--- config.mk ---
export PLATFORM = sky130hd
export DESIGN_NAME = i2s_adc_receiver
export DESIGN_NICKNAME = d
export VERILOG_FILES = /design/src/rtl/i2s_pkg.sv /design/src/rtl/i2s_rx_shifter.sv /design/src/rtl/i2s_adc_receiver.sv
export SDC_FILE = /design/constraint.sdc
export NUM_CORES = 1
export LEC_CHECK = 0
export BUFFER_PORTS_ARGS = -buffer_cell sky130_fd_sc_hd__buf_2
export CORE_ASPECT_RATIO = 0.6
export CORE_UTILIZATION = 40
export DETAILED_ROUTE_END_ITERATION = 10
export GPL_TIMING_DRIVEN = 0
export SLEW_MARGIN = 20
export SYNTH_ARGS = -nofsm -noshare
export SYNTH_HDL_FRONTEND = slang
export SYNTH_SLANG_ARGS = --single-unit
--- constraint.sdc ---
create_clock -name cmn_clk -period 2.8 [get_ports cmn_clk]
set_input_delay 0.28 -clock cmn_clk [delete_from_list [all_inputs] [get_ports cmn_clk]]
set_output_delay 0.28 -clock cmn_clk [all_outputs]
set_load 0.1 [all_outputs]
--- src/rtl/i2s_pkg.sv ---
// Shared I2S constants for the ADC receive and DAC transmit sides.
// Defaults assume a 100 MHz core clock, a 16 kHz frame rate and 24-bit slots.
package i2s_pkg;

    localparam int I2S_SLOT_BITS    = 24;
    localparam int I2S_BCK_HALF_DIV = 65;

    function automatic int i2s_frame_bits(input int slot_bits);
        return 2 * slot_bits;
    endfunction

    localparam int I2S_FRAME_BITS = i2s_frame_bits(I2S_SLOT_BITS);

endpackage

--- src/rtl/i2s_rx_shifter.sv ---
// Per-channel I2S capture: 2-flop din synchronizer, MSB-first shift register, completion strobe.
// Latency: word_dat/word_done are combinational on the final sample cycle; no backpressure.
// The owner registers or drops the word on word_done.
module i2s_rx_shifter #(
    parameter int SLOT_BITS = 24
) (
    input  logic                 cmn_clk,
    input  logic                 cmn_rst_n,
    input  logic                 adc_din,
    input  logic                 sample_en,
    input  logic                 shift_en,
    input  logic                 last_bit,
    output logic                 word_done,
    output logic [SLOT_BITS-1:0] word_dat
);

    logic                 din_sync1;
    logic                 din_sync2;
    logic [SLOT_BITS-1:0] shreg;

    always_ff @(posedge cmn_clk or negedge cmn_rst_n) begin
        if (!cmn_rst_n) begin
            din_sync1 <= 1'b0;
            din_sync2 <= 1'b0;
            shreg     <= '0;
        end else begin
            din_sync1 <= adc_din;
            din_sync2 <= din_sync1;
            if (sample_en && shift_en) begin
                shreg <= word_dat;
            end
        end
    end

    // The completed word includes the bit being sampled this cycle.
    assign word_dat  = {shreg[SLOT_BITS-2:0], din_sync2};
    assign word_done = sample_en && shift_en && last_bit;

endmodule

--- src/rtl/i2s_adc_receiver.sv ---
// I2S master receiver: generates BCK/LRCK, captures left/right words into two valid/ready streams.
// Latency: word presented the cycle after its last bit is sampled (2 cycles after the BCK rise).
// Backpressure: a word completing while its stream is still valid is dropped and sets sticky overrun.
// Optional I2S_RX_OVF_CNT_EN adds a 16-bit saturating dropped-word counter ovf_count.
module i2s_adc_receiver
    import i2s_pkg::*;
#(
    parameter int BCK_HALF_DIV = I2S_BCK_HALF_DIV,
    parameter int SLOT_BITS    = I2S_SLOT_BITS
) (
    input  logic                 cmn_clk,
    input  logic                 cmn_rst_n,
    input  logic                 adc_din,
    output logic                 adc_bck,
    output logic                 adc_lrck,
    output logic                 tvalid_LC_audio,
    output logic [SLOT_BITS-1:0] LC_audio,
    input  logic                 tready_LC_audio,
    output logic                 tvalid_RC_audio,
    output logic [SLOT_BITS-1:0] RC_audio,
    input  logic                 tready_RC_audio,
    output logic                 overrun
`ifdef I2S_RX_OVF_CNT_EN
    ,
    output logic [15:0]          ovf_count
`endif
);

    localparam int FRAME_BITS = i2s_frame_bits(SLOT_BITS);
    localparam int PW         = $clog2(FRAME_BITS);
    localparam int DW         = $clog2(BCK_HALF_DIV + 1);

    localparam logic [DW-1:0] DIV_LAST = DW'(BCK_HALF_DIV - 1);
    localparam logic [PW-1:0] POS_LAST = PW'(FRAME_BITS - 1);
    localparam logic [PW-1:0] POS_SLOT = PW'(SLOT_BITS);

    logic [DW-1:0] div_cnt;
    logic [PW-1:0] bit_pos;
    logic [PW-1:0] pos_next;
    logic          div_wrap;
    logic          bck_rise;
    logic          bck_fall;
    logic          rise_d1;
    logic          sample_en;

    assign div_wrap = (div_cnt == DIV_LAST);
    assign bck_rise = div_wrap && !adc_bck;
    assign bck_fall = div_wrap && adc_bck;
    assign pos_next = (bit_pos == POS_LAST) ? '0 : bit_pos + PW'(1);

    always_ff @(posedge cmn_clk or negedge cmn_rst_n) begin
        if (!cmn_rst_n) begin
            div_cnt   <= '0;
            adc_bck   <= 1'b0;
            adc_lrck  <= 1'b0;
            bit_pos   <= '0;
            rise_d1   <= 1'b0;
            sample_en <= 1'b0;
        end else begin
            div_cnt <= div_wrap ? '0 : div_cnt + DW'(1);
            if (div_wrap) begin
                adc_bck <= !adc_bck;
            end
            if (bck_fall) begin
                bit_pos  <= pos_next;
                adc_lrck <= (pos_next >= POS_SLOT);
            end
            // Two-cycle delay matches the din synchronizer depth.
            rise_d1   <= bck_rise;
            sample_en <= rise_d1;
        end
    end

    // Left slot holds p=1..SLOT_BITS; everything else (including p=0) belongs to the right word.
    logic                 l_shift;
    logic                 l_last;
    logic                 r_shift;
    logic                 r_last;
    logic                 l_done;
    logic                 r_done;
    logic [SLOT_BITS-1:0] l_word;
    logic [SLOT_BITS-1:0] r_word;

    assign l_shift = (bit_pos != '0) && (bit_pos <= POS_SLOT);
    assign l_last  = (bit_pos == POS_SLOT);
    assign r_shift = !l_shift;
    assign r_last  = (bit_pos == '0);

    i2s_rx_shifter #(
        .SLOT_BITS (SLOT_BITS)
    ) u_left_shifter (
        .cmn_clk   (cmn_clk),
        .cmn_rst_n (cmn_rst_n),
        .adc_din   (adc_din),
        .sample_en (sample_en),
        .shift_en  (l_shift),
        .last_bit  (l_last),
        .word_done (l_done),
        .word_dat  (l_word)
    );

    i2s_rx_shifter #(
        .SLOT_BITS (SLOT_BITS)
    ) u_right_shifter (
        .cmn_clk   (cmn_clk),
        .cmn_rst_n (cmn_rst_n),
        .adc_din   (adc_din),
        .sample_en (sample_en),
        .shift_en  (r_shift),
        .last_bit  (r_last),
        .word_done (r_done),
        .word_dat  (r_word)
    );

    logic left_seen;
    logic lc_load;
    logic lc_drop;
    logic rc_emit;
    logic rc_load;
    logic rc_drop;

    // A handshake in the completion cycle frees the slot, so the new word loads instead of dropping.
    assign lc_load = l_done && (!tvalid_LC_audio || tready_LC_audio);
    assign lc_drop = l_done && !lc_load;
    assign rc_emit = r_done && left_seen;
    assign rc_load = rc_emit && (!tvalid_RC_audio || tready_RC_audio);
    assign rc_drop = rc_emit && !rc_load;

    always_ff @(posedge cmn_clk or negedge cmn_rst_n) begin
        if (!cmn_rst_n) begin
            tvalid_LC_audio <= 1'b0;
            LC_audio        <= '0;
            tvalid_RC_audio <= 1'b0;
            RC_audio        <= '0;
            left_seen       <= 1'b0;
            overrun         <= 1'b0;
        end else begin
            if (lc_load) begin
                LC_audio        <= l_word;
                tvalid_LC_audio <= 1'b1;
            end else if (tvalid_LC_audio && tready_LC_audio) begin
                tvalid_LC_audio <= 1'b0;
            end

            if (rc_load) begin
                RC_audio        <= r_word;
                tvalid_RC_audio <= 1'b1;
            end else if (tvalid_RC_audio && tready_RC_audio) begin
                tvalid_RC_audio <= 1'b0;
            end

            // Right words pair with the preceding left word; a partial frame after reset is discarded.
            if (l_done) begin
                left_seen <= 1'b1;
            end else if (r_done) begin
                left_seen <= 1'b0;
            end

            if (lc_drop || rc_drop) begin
                overrun <= 1'b1;
            end
        end
    end

`ifdef I2S_RX_OVF_CNT_EN
    always_ff @(posedge cmn_clk or negedge cmn_rst_n) begin
        if (!cmn_rst_n) begin
            ovf_count <= '0;
        end else if ((lc_drop || rc_drop) && (ovf_count != 16'hFFFF)) begin
            ovf_count <= ovf_count + 16'd1;
        end
    end
`endif

endmodule
Word-level counts from Yosys, hierarchy flattened
Index checks and enable logic that the tools add are counted.
{ "totals": {"ff_bits": 117, "latchBits": 0, "ramBits": 0, "mem_bits_ro": 0, "input_bits": 5, "word_cells": 59, "memories": 0} }
{ "classes": {"n_addsub": 2, "n_mul": 0, "div": 0, "n_lt_le_gt_ge": 2, "n_eq_ne": 3, "n_shift": 0, "mux": 8, "n_bitwise": 0, "n_reduce_logical": 28} }
{ "ops": {"columns": ["operator", "n"], "rows": [
  ["$logic_and 1x1->1", 14],
  ["$add 7x1->7 const B", 1],
  ["$eq 7x7->1 const B", 1],
  ["$mux 7", 1],
  ["$add 6x1->6 const B", 1],
  ["$eq 6x5->1 const B", 1],
  ["$eq 6x6->1 const B", 1],
  ["$ge 6x5->1 const B", 1],
  ["$le 6x5->1 const B", 1],
  ["$logic_not 1->1", 6],
  ["$logic_not 6->1", 1],
  ["$mux 1", 6],
  ["$mux 6", 1],
  ["$reduce_bool 2->1", 3],
  ["$reduce_bool 6->1", 1],
  ["$logic_or 1x1->1", 3]
]} }

Depth between registers and ports, before layout
{ "depth": {"word_depth": 10, "ltp_mapped": 7} }

Cells and area by module
From an unflattened synthesis, not the netlist that was laid out.
{ "unflattened": {"hier_cells": 312, "hier_area_um2": 4814.6} }
{ "modules_own_cells": {"columns": ["mod", "instances", "cells_each", "area_each_um2"], "rows": [
  ["i2s_adc_receiver", 1, 206, 2807.7],
  ["i2s_rx_shifter", 2, 53, 1003.5]
]} }

Worst setup path before layout
No wires, ideal clock.
{ "synth_path": {"path_kind": "reg-to-reg", "start": "register bit_pos[0]", "end": "register u_left_shifter.shreg[0]", "setup_ns": 0.125, "t_arrival_ns": 1.929, "required_ns": 2.675, "path_slack_ns": 0.746, "stages_incl_launch_ff": 8, "period_less_slack_ns": 2.054, "cell_sequence": "dfrtp_1 > inv_1 > ha_1 > nand2b_4 > mux2_4 > nor3b_4 > buf_6 > mux2_2"} }
{ "synth_between": {"elab_chain_len": 3, "elab_cells_between_ends": 4} }
{ "synth_lines": {"columns": ["element", "line", "rtl"], "rows": [
  ["start: declaration", "i2s_adc_receiver.sv:38", "logic [PW-1:0] bit_pos;"],
  ["start signal: assignment", "i2s_adc_receiver.sv:65", "bit_pos <= pos_next;"],
  ["$le 6x5->1 or $reduce_bool 6->1 (tied branches)", "i2s_adc_receiver.sv:84", "assign l_shift = (bit_pos != '0) && (bit_pos <= POS_SLOT);"],
  ["$logic_and 1x1->1 *", "i2s_adc_receiver.sv:84", null],
  ["$logic_and 1x1->1 *", "i2s_rx_shifter.sv:29", "if (sample_en && shift_en) begin"],
  ["end signal: assignment", "i2s_rx_shifter.sv:30", "shreg <= word_dat;"],
  ["end: declaration", "i2s_rx_shifter.sv:19", "logic [SLOT_BITS-1:0] shreg;"]
]} }
Mark *: on every way between the ends. The rest lies on a longest branch, timed or not.
A chain may end at the register's enable or synchronous reset.

Worst setup path in the final report
{ "layout_path": {"start": "register bit_pos[0]", "end": "register u_left_shifter.shreg[9]"} }
The elaborated chain is that of the path after synthesis.

==> results.cfg <==
[run_status]
outcome = finished, final reports clean

[logic_synthesis]
syn_area_per_cell_um2 = 15.37
ys_ff_latch = 117
syn-cell-area_mm2 = 0.004642
synth_area_leader_cell = dfrtp_1
synthArstFlopShare_pct = 100.0
yosys_warnings = 0
syn_nets = 311
ys_seq_area_share_pct = 63.07
synth_top_area_share_pct = 63.07
ys_top_cells_by_area = dfrtp_1 (63%), mux2_2 (23%), buf_6 (1.2%)
synth_flop_cell = dfrtp_1
synth_cells = 302
synth_edf_count = 0
ys_types = 42

[placement]
numPortBuffers = 57
dpl.hpwl_mm = 5.335
place_congestion = 0.7584

[worst_setup_path]
worstSetupStartpointType = flop
arrival_ps = 2540
rr_endpoint = u_left_shifter.shreg[9]
r2r_slack_ps = 540
critical_path_class = reg2reg
reg2reg_depth = 7
crit_end = u_left_shifter.shreg[9]
startpoint = bit_pos[0]
critPathRequiredTime_ps = 3080
end_kind = flop
cp_max_fo = 10
worstReg2RegStart = bit_pos[0]

[timing]
rsz0062_at_grt = false
slew_violations = 0
finalCritPeriodShare_pct = 80.72
worst_pin_slew_ps = 619.7
hold_viol_final = 0
slew-limit-headroom_pct = 58.69
clock_skew_ps = 7.873
fmax_mhz = 442.4
layout_min_cycle_time_ps = 2260
fin_hold_ws_ps = 188.4
setup_viol = 0
setup_tns_ps = 0

[global_routing]
grt_pass1_vias = 2729
grt_max_degree = 68
grt_pass1_wl_mm = 13.70
grtUsageTotal_pct = 15.15
antenna_found_initial = 0
overflow = 0

[routing]
first_pass_iters = 4
ant_nets = 0
drc = 0
avgRoutedWirePerCell_um = 14.38
drtIter0Drc = 112
viasPerCell = 4.684
wl_mm = 7.964
via_count = 2595

[clock_tree]
h-tree-depth = 4
clock_latency_ps = 400
clkTransAtPathRegs_ps = 50
cts-root-buf = clkbuf_16
cts_buffers = 17
cts_setup_buffers = 0
clk_path_buf_depth = 2
cts_tree = built
clkSinkCount = 117

[die]
die_h_um = 85.45
core_area_mm2 = 0.01130
num_rows = 30
initial_core_util_pct = 41.09
die_x_um = 141.1
ios = 58
die_area_mm2 = 0.01205

[pwr]
ir_drop_uv = 389.1
cellLeakagePower_nw = 3.050
powerDensity_mw_per_mm2 = 675.7

[final_layout]
drive_gt1_share_pct = 51.02
final_cell_mix = dfrtp_1 (117), mux2_2 (94), buf_2 (62), clkbuf_16 (17), nand2_1 (9)
final_common_cell = dfrtp_1
insertedDiodeCount = 0
final_nets = 390
syn2layout_area_growth_pct = 24.61
fillers = 941

[worst_hold_path]
hold_class = in2reg
min_from = tready_RC_audio

[job]
max-cap-violations = 0
[per-stage QoR]
stage / setup slack (ps) / area, um^2 / instances / util (%) / total power, W
after floorplan: 746.3 / 4642 / 302 / - / 0.001725
after global placement: 79.97 / 5127 / 519 / 45.38 / 0.001760
after detailed placement: 524.1 / 5161 / 520 / 45.68 / 0.001768
after CTS: 513.5 / 5784 / 554 / 51.20 / 0.003969
after global routing: 442.4 / 5784 / 554 / 51.20 / 0.004072
final: 539.8 / 5784 / 554 / 51.20 / 0.003909
[logic make-up (layout without fill, tap and decap cells)]
group,count (synthesis),in the layout,share of synthesized area [%]
adders and majority gates,4,4,1.078
muxes,97,97,23.58
xor gates and xnor gates,7,7,1.321
buffers and inverters,18,110,2.507
AOI/OAI and AO/OA,17,17,2.696
and+or+nand+nor,42,42,5.741
DFF,117,117,63.07
[worst min path at each step]
| stage | endpoint | slack (ps) | cells after the start |
|---|---|---|---|
| after global placement | sample_en | 340 | 0 |
| after CTS | tvalid_RC_audio | 170 | 3 |
| after floorplan | LC_audio[0] | -20 | 0 |
| after global routing | tvalid_RC_audio | 200 | 3 |
| final | tvalid_RC_audio | 190 | 3 |
| after detailed placement | LC_audio[10] | 320 | 1 |
[layer usage]
layer  wire, um  track usage [%]  part of all wire (%)
met4         65            6.522                  0.82
met1       4026            21.41                    51
met5          0                0                     0
met3        364            5.305                   4.6
met2       3506            20.97                    44
[final cells by class]
cell class | instances | area (um^2) | area share (%)
buffer | 13 | 97.59 | 1.687
clock buffer | 23 | 478.0 | 8.263
clock inverter | 9 | 125.1 | 2.163
inverter | 5 | 18.77 | 0.3245
multi-input combinational | 167 | 1598 | 27.62
sequential | 117 | 2928 | 50.62
tap | 160 | 200.2 | 3.461
timing repair buffer | 60 | 339.1 | 5.862
[synthesized netlist by cell type (2+ instances only)]
cell type,count
nand4_1,2
nand2_1,9
dfrtp_1,117
nand3_1,6
nand2b_1,2
and2_1,2
inv_1,5
mux2_2,94
buf_6,5
o21ai_0,6
xnor2_1,6
and3_1,3
nor2_1,8
ha_1,4
buf_2,6
[power by group]
part	switching (W)	total, W	internal, W
sequential	0.00000136	0.00170	0.00169
clock	0.000709	0.00217	0.00146
combinational	0.0000327	0.0000417	0.00000903
total	0.000743	0.00391	0.00317
[flip-flops by register name (all words and copies together), names as in the netlist, 6 cells and up]
signal and cells:
LC_audio 24, RC_audio 24, bit_pos 6, div_cnt 7
u_left_shifter.shreg 23, u_right_shifter.shreg 23
[worst max-delay path, cell delays in order (launching register included)]
cell and delay [ps]:
dfrtp_1 460, inv_1 80, ha_1 280, nand2b_4 100
mux2_4 320, nor3b_4 360, buf_6 210, mux2_2 340
[repair_timing]
| action | CTS | global route |
|---|---|---|
| gates resized for setup | 0 | 0 |
| endpoints found under the hold margin | 67 | 0 |
| hold buffers | 2 | 0 |
No activity file was read; power rests on OpenSTA's default activity.
